### src/rtl/fifo_write_control.sv
// Write-domain control for the async FIFO: owns the write pointer, syncs the Gray read pointer in.
// Optional almost_full threshold logic is built only when FIFO_ALMOST_FULL_EN is defined.
module fifo_write_control #(
  parameter int ADDR_WIDTH      = 7,
  parameter int AFULL_THRESHOLD = 4
) (
  input  logic                  clock_write,
  input  logic                  write_reset_n,
  input  logic                  write_request,
  input  logic [ADDR_WIDTH:0]   read_pointer,
  output logic                  write_enable,
  output logic [ADDR_WIDTH-1:0] write_address,
  output logic [ADDR_WIDTH:0]   write_pointer,
  output logic                  full,
  output logic                  almost_full,
  output logic [ADDR_WIDTH:0]   free_count,
  output logic                  overflow
);

  localparam int            PW    = ADDR_WIDTH + 1;
  localparam logic [PW-1:0] DEPTH = PW'(1) << ADDR_WIDTH;

  // Full detection slices the top two Gray bits, and the threshold must fit the free-count range.
  if (ADDR_WIDTH < 2) begin : g_bad_aw
    $error("fifo_write_control: ADDR_WIDTH must be at least 2");
  end
  if (AFULL_THRESHOLD < 0 || AFULL_THRESHOLD > (1 << ADDR_WIDTH)) begin : g_bad_thr
    $error("fifo_write_control: AFULL_THRESHOLD out of range");
  end

  logic [PW-1:0] wbin;
  logic [PW-1:0] wbin_next;
  logic [PW-1:0] wgray_next;
  logic [PW-1:0] t_pointer;
  logic [PW-1:0] sync_read_pointer;
  logic [PW-1:0] rbin;
  logic [PW-1:0] full_gray;
  logic [PW-1:0] free_next;

  assign write_enable  = write_request & ~full;
  assign write_address = wbin[ADDR_WIDTH-1:0];
  assign wbin_next     = wbin + PW'(write_enable);
  assign wgray_next    = wbin_next ^ (wbin_next >> 1);

  // Writer is one lap ahead when the top two Gray bits differ and the rest match.
  assign full_gray = {~sync_read_pointer[PW-1:PW-2], sync_read_pointer[PW-3:0]};

  always_comb begin
    rbin = '0;
    for (int i = 0; i < PW; i++) rbin[i] = ^(sync_read_pointer >> i);
  end

  assign free_next = DEPTH - (wbin_next - rbin);

  // Two-flop synchronizer; nothing may sit between these flops.
  always_ff @(posedge clock_write) begin
    if (!write_reset_n) begin
      t_pointer         <= '0;
      sync_read_pointer <= '0;
    end else begin
      {sync_read_pointer, t_pointer} <= {t_pointer, read_pointer};
    end
  end

  always_ff @(posedge clock_write) begin
    if (!write_reset_n) begin
      wbin          <= '0;
      write_pointer <= '0;
      full          <= 1'b0;
      free_count    <= DEPTH;
      overflow      <= 1'b0;
    end else begin
      wbin          <= wbin_next;
      write_pointer <= wgray_next;
      full          <= (wgray_next == full_gray);
      free_count    <= free_next;
      if (write_request && full) overflow <= 1'b1;
    end
  end

`ifdef FIFO_ALMOST_FULL_EN
  logic afull_q;

  always_ff @(posedge clock_write) begin
    if (!write_reset_n) afull_q <= 1'b0;
    else                afull_q <= (free_next <= PW'(AFULL_THRESHOLD));
  end

  assign almost_full = afull_q;
`else
  assign almost_full = 1'b0;
`endif

endmodule

### config.mk
export PLATFORM = sky130hd
export DESIGN_NAME = fifo_write_control
export DESIGN_NICKNAME = d
export VERILOG_FILES = /design/src/rtl/fifo_write_control.sv
export SDC_FILE = /design/constraint.sdc
export NUM_CORES = 1
export LEC_CHECK = 0
export ABC_AREA = 1
export CORE_ASPECT_RATIO = 0.6
export CORE_UTILIZATION = 30
export CTS_BUF_LIST = sky130_fd_sc_hd__clkbuf_8 sky130_fd_sc_hd__clkbuf_16
export DETAILED_ROUTE_END_ITERATION = 16
export GPL_ROUTABILITY_DRIVEN = 1
export HOLD_SLACK_MARGIN = 0.03
export PLACE_DENSITY = 0.62
export SLEW_MARGIN = 20
export SYNTH_ARGS = -nofsm -noshare
export SYNTH_HDL_FRONTEND = slang
export SYNTH_SLANG_ARGS = --single-unit
### constraint.sdc
create_clock -name clock_write -period 3 [get_ports clock_write]
set_input_delay 0.6 -clock clock_write [delete_from_list [all_inputs] [get_ports clock_write]]
set_output_delay 0.6 -clock clock_write [all_outputs]
set_load 0.03 [all_outputs]
==> out/results.ini, run 1 <==
[detailed_routing]
firstDrtPassIters = 4
route.met3.wl_um = 324
met2RoutedLength_mm = 1.99
routed_via_density = 4.35
remaining_drc_errors = 0
wl_mm = 4.92
routed.top_layer = met4
drtIter0Drc = 77
wl_per_cell_um = 11.1
drtAntennaViolNets = 0
num_vias = 1936
wl_met1_mm = 2.55

[cells_and_area]
final_net_count = 383
layout_common_cells = nand2_1, inv_1, dfxtp_1
n_antenna_cell = 0
post-route-util_pct = 46.3
synthToLayoutAreaGrowth_pct = 49.0
fillers = 688
finalInstanceArea_um2 = 3090
drive_above_1_share_pct = 21.8
final_common_cell = nand2_1

[clock_network]
tritoncts = built
root_buffer = clkbuf_16
cts_buffer_depth = 2
clk_pin_slew_ns = 0.06
clkLatencyLatePin_ns = 0.28
clkSinkCount = 41
htreeDepth = 2
cts_hold_buf = 0
cts_inserted_buffers = 5

[worst_setup_path]
worstPathArrival_ns = 2.91
path_class = flop to flop
worstPathMaxFanout = 4
critical_path_required_ns = 3.17
endpoint_kind = flop
worst_setup_path_start_kind = flop

[synth]
synthTopCellsByArea = dfxtp_1, nand2_1, inv_1, ha_1, nand3_1
yosys.area.top_type = dfxtp_1
synth_nets = 315
synth_top_area_share_pct = 39.6
ys_types = 25
netlist_area_um2 = 2070
postSynthCellCount = 289
synth_seq_cells = 41
avgSynthCellArea_um2 = 7.18
ys_seq_area_share_pct = 39.6
yosys_warnings = 0

[placed_design]
dp_hpwl_mm = 3.71
io_buffers = 36
placed_area_um2 = 2710
dp_slack_ns = -0.446
globalplace.congestion = 0.811

[timing]
maxSlewViolCount = 0
hold_viol = 0
whs_ns = 0.411
period_share_pct = 91.5
fin_crit_ns = 2.74
max-slew-margin-rel_pct = 62.7
fmax_mhz = 364
fin_ws_ns = 0.256
worst_pin_slew_ns = 0.559
finClkSkew_ns = 0.00467
finalSetupViolCount = 0

[power_and_ir_drop]
p_leak_nw = 1.49
irDropWorstVdd_uv = 332
power.density_nw_per_um2 = 578

[run_status]
outcome = finished clean

[floorplanning]
start_util_pct = 31.1
dieArea_um2 = 7260
ios = 38
num_rows = 23
core-area_um2 = 6680
die_w_um = 109
die_y_um = 66.4

[grt]
grt_max_degree = 24
grt.total_usage_pct = 14.8
grt_overflow = 0
antenna_found_initial = 0
grt_pass1_vias = 1715
grt_pass1_wl_mm = 8.02

[worst_hold_path]
hold_path_class = flop to flop

[flow_run]
maxCapViolCount = 0

==> final timing paths <==
check / startpoint / cells past startpoint / end / slack, ns
setup / recovery: sync_read_pointer[7] / 13 / free_count[7] / 0.26
hold / removal: t_pointer[7] / 2 / sync_read_pointer[7] / 0.41
setup reg to reg: sync_read_pointer[7] / 13 / free_count[7] / 0.26
hold reg to reg: t_pointer[7] / 2 / sync_read_pointer[7] / 0.41
==> where the power goes <==
part / total, mW / leakage, nW / switching [mW] / internal (mW)
sequential: 0.624 / 0.337 / 0.0260 / 0.598
combinational: 0.637 / 1.09 / 0.322 / 0.315
clock: 0.524 / 0.0702 / 0.215 / 0.309
==> per-layer routing <==
layer	up-vias	global-route usage [%]
li1	1020	-
met4	0	4.00
met2	59	22.6
met5	-	0
met3	8	3.94
met1	849	20.3
==> sequential cells by signal, indices dropped and copies added, names as in the netlist <==
name and cells:
sync_read_pointer 8, wbin 8, overflow 1, full 1
free_count 8, t_pointer 8, write_pointer 7
==> Yosys cell counts (all sizes together) <==
cell type,n
a21oi,14
a31oi,1
buf,1
clkbuf,5
conb,1
dfxtp,41
fa,1
ha,14
inv,50
nand2,83
nand3,24
nand3b,1
nand4,4
nor2,26
o21ai,7
o21bai,1
or2,1
xnor2,7
xor2,7
==> critical path: stages (launching register included) <==
cell and delay [ns]:
dfxtp_2 0.35, xnor2_2 0.23, xor2_2 0.27, xor2_2 0.28
xor2_1 0.18, ha_1 0.16, inv_1 0.05, ha_2 0.19
fa_2 0.34, nand4_1 0.11, nand3_2 0.07, or2_4 0.26
nand3_1 0.08, nand3b_1 0.07
==> timing repair <==
action	4_1_cts	5_1_grt
endpoints found under the setup margin	3	4
pin swaps	11	11
buffers inserted	5	1
resized for setup	32	10
==> logic make-up after synthesis <==
kind of cell,count (synthesis),share of synthesized area [%]
xor gates and xnor gates,14,7.00
other,1,0.181
DFF,41,39.6
adders and majority gates,15,9.41
and+or+nand+nor,139,27.7
AOI/OAI and AO/OA,23,5.73
buffers and inverters,56,10.4
==> metrics by stage <==
step,setup TNS (ns),cells,total power [mW]
after floorplan,0,289,0.950
after global placement,-1.39,431,1.17
after detailed placement,-1.53,431,1.18
after CTS,0,444,1.78
after global routing,-0.00381,445,1.90
final,0,445,1.78
==> cell type report <==
class	instances	area (um2)	area share, %
flip-flops and latches	41	822	26.6
inverters	50	188	6.07
repair buffers	67	599	19.4
well taps	87	109	3.52
multi-input cells	192	1230	39.7
clock inverters	3	21.3	0.688
clock buffers	5	125	4.05
(Power assumes the default switching activity.)
==> inputs of run 2 (changes only) <==
--- a/config.mk
+++ b/config.mk
@@ -17,3 +17,4 @@
 export SYNTH_ARGS = -nofsm -noshare
 export SYNTH_HDL_FRONTEND = slang
 export SYNTH_SLANG_ARGS = --single-unit
+export TNS_END_PERCENT = 30
==> results of run 2 <==
Final layout, timing and power as in run 1 (identical DEF).
==> inputs of run 3 (changes only) <==
--- a/config.mk
+++ b/config.mk
@@ -10,7 +10,7 @@
 export CORE_UTILIZATION = 30
 export CTS_BUF_LIST = sky130_fd_sc_hd__clkbuf_8 sky130_fd_sc_hd__clkbuf_16
 export DETAILED_ROUTE_END_ITERATION = 16
-export GPL_ROUTABILITY_DRIVEN = 1
+export GPL_ROUTABILITY_DRIVEN = 0
 export HOLD_SLACK_MARGIN = 0.03
 export PLACE_DENSITY = 0.62
 export SLEW_MARGIN = 20
==> results of run 3 <==
Final layout, timing and power as in run 1 (identical DEF).
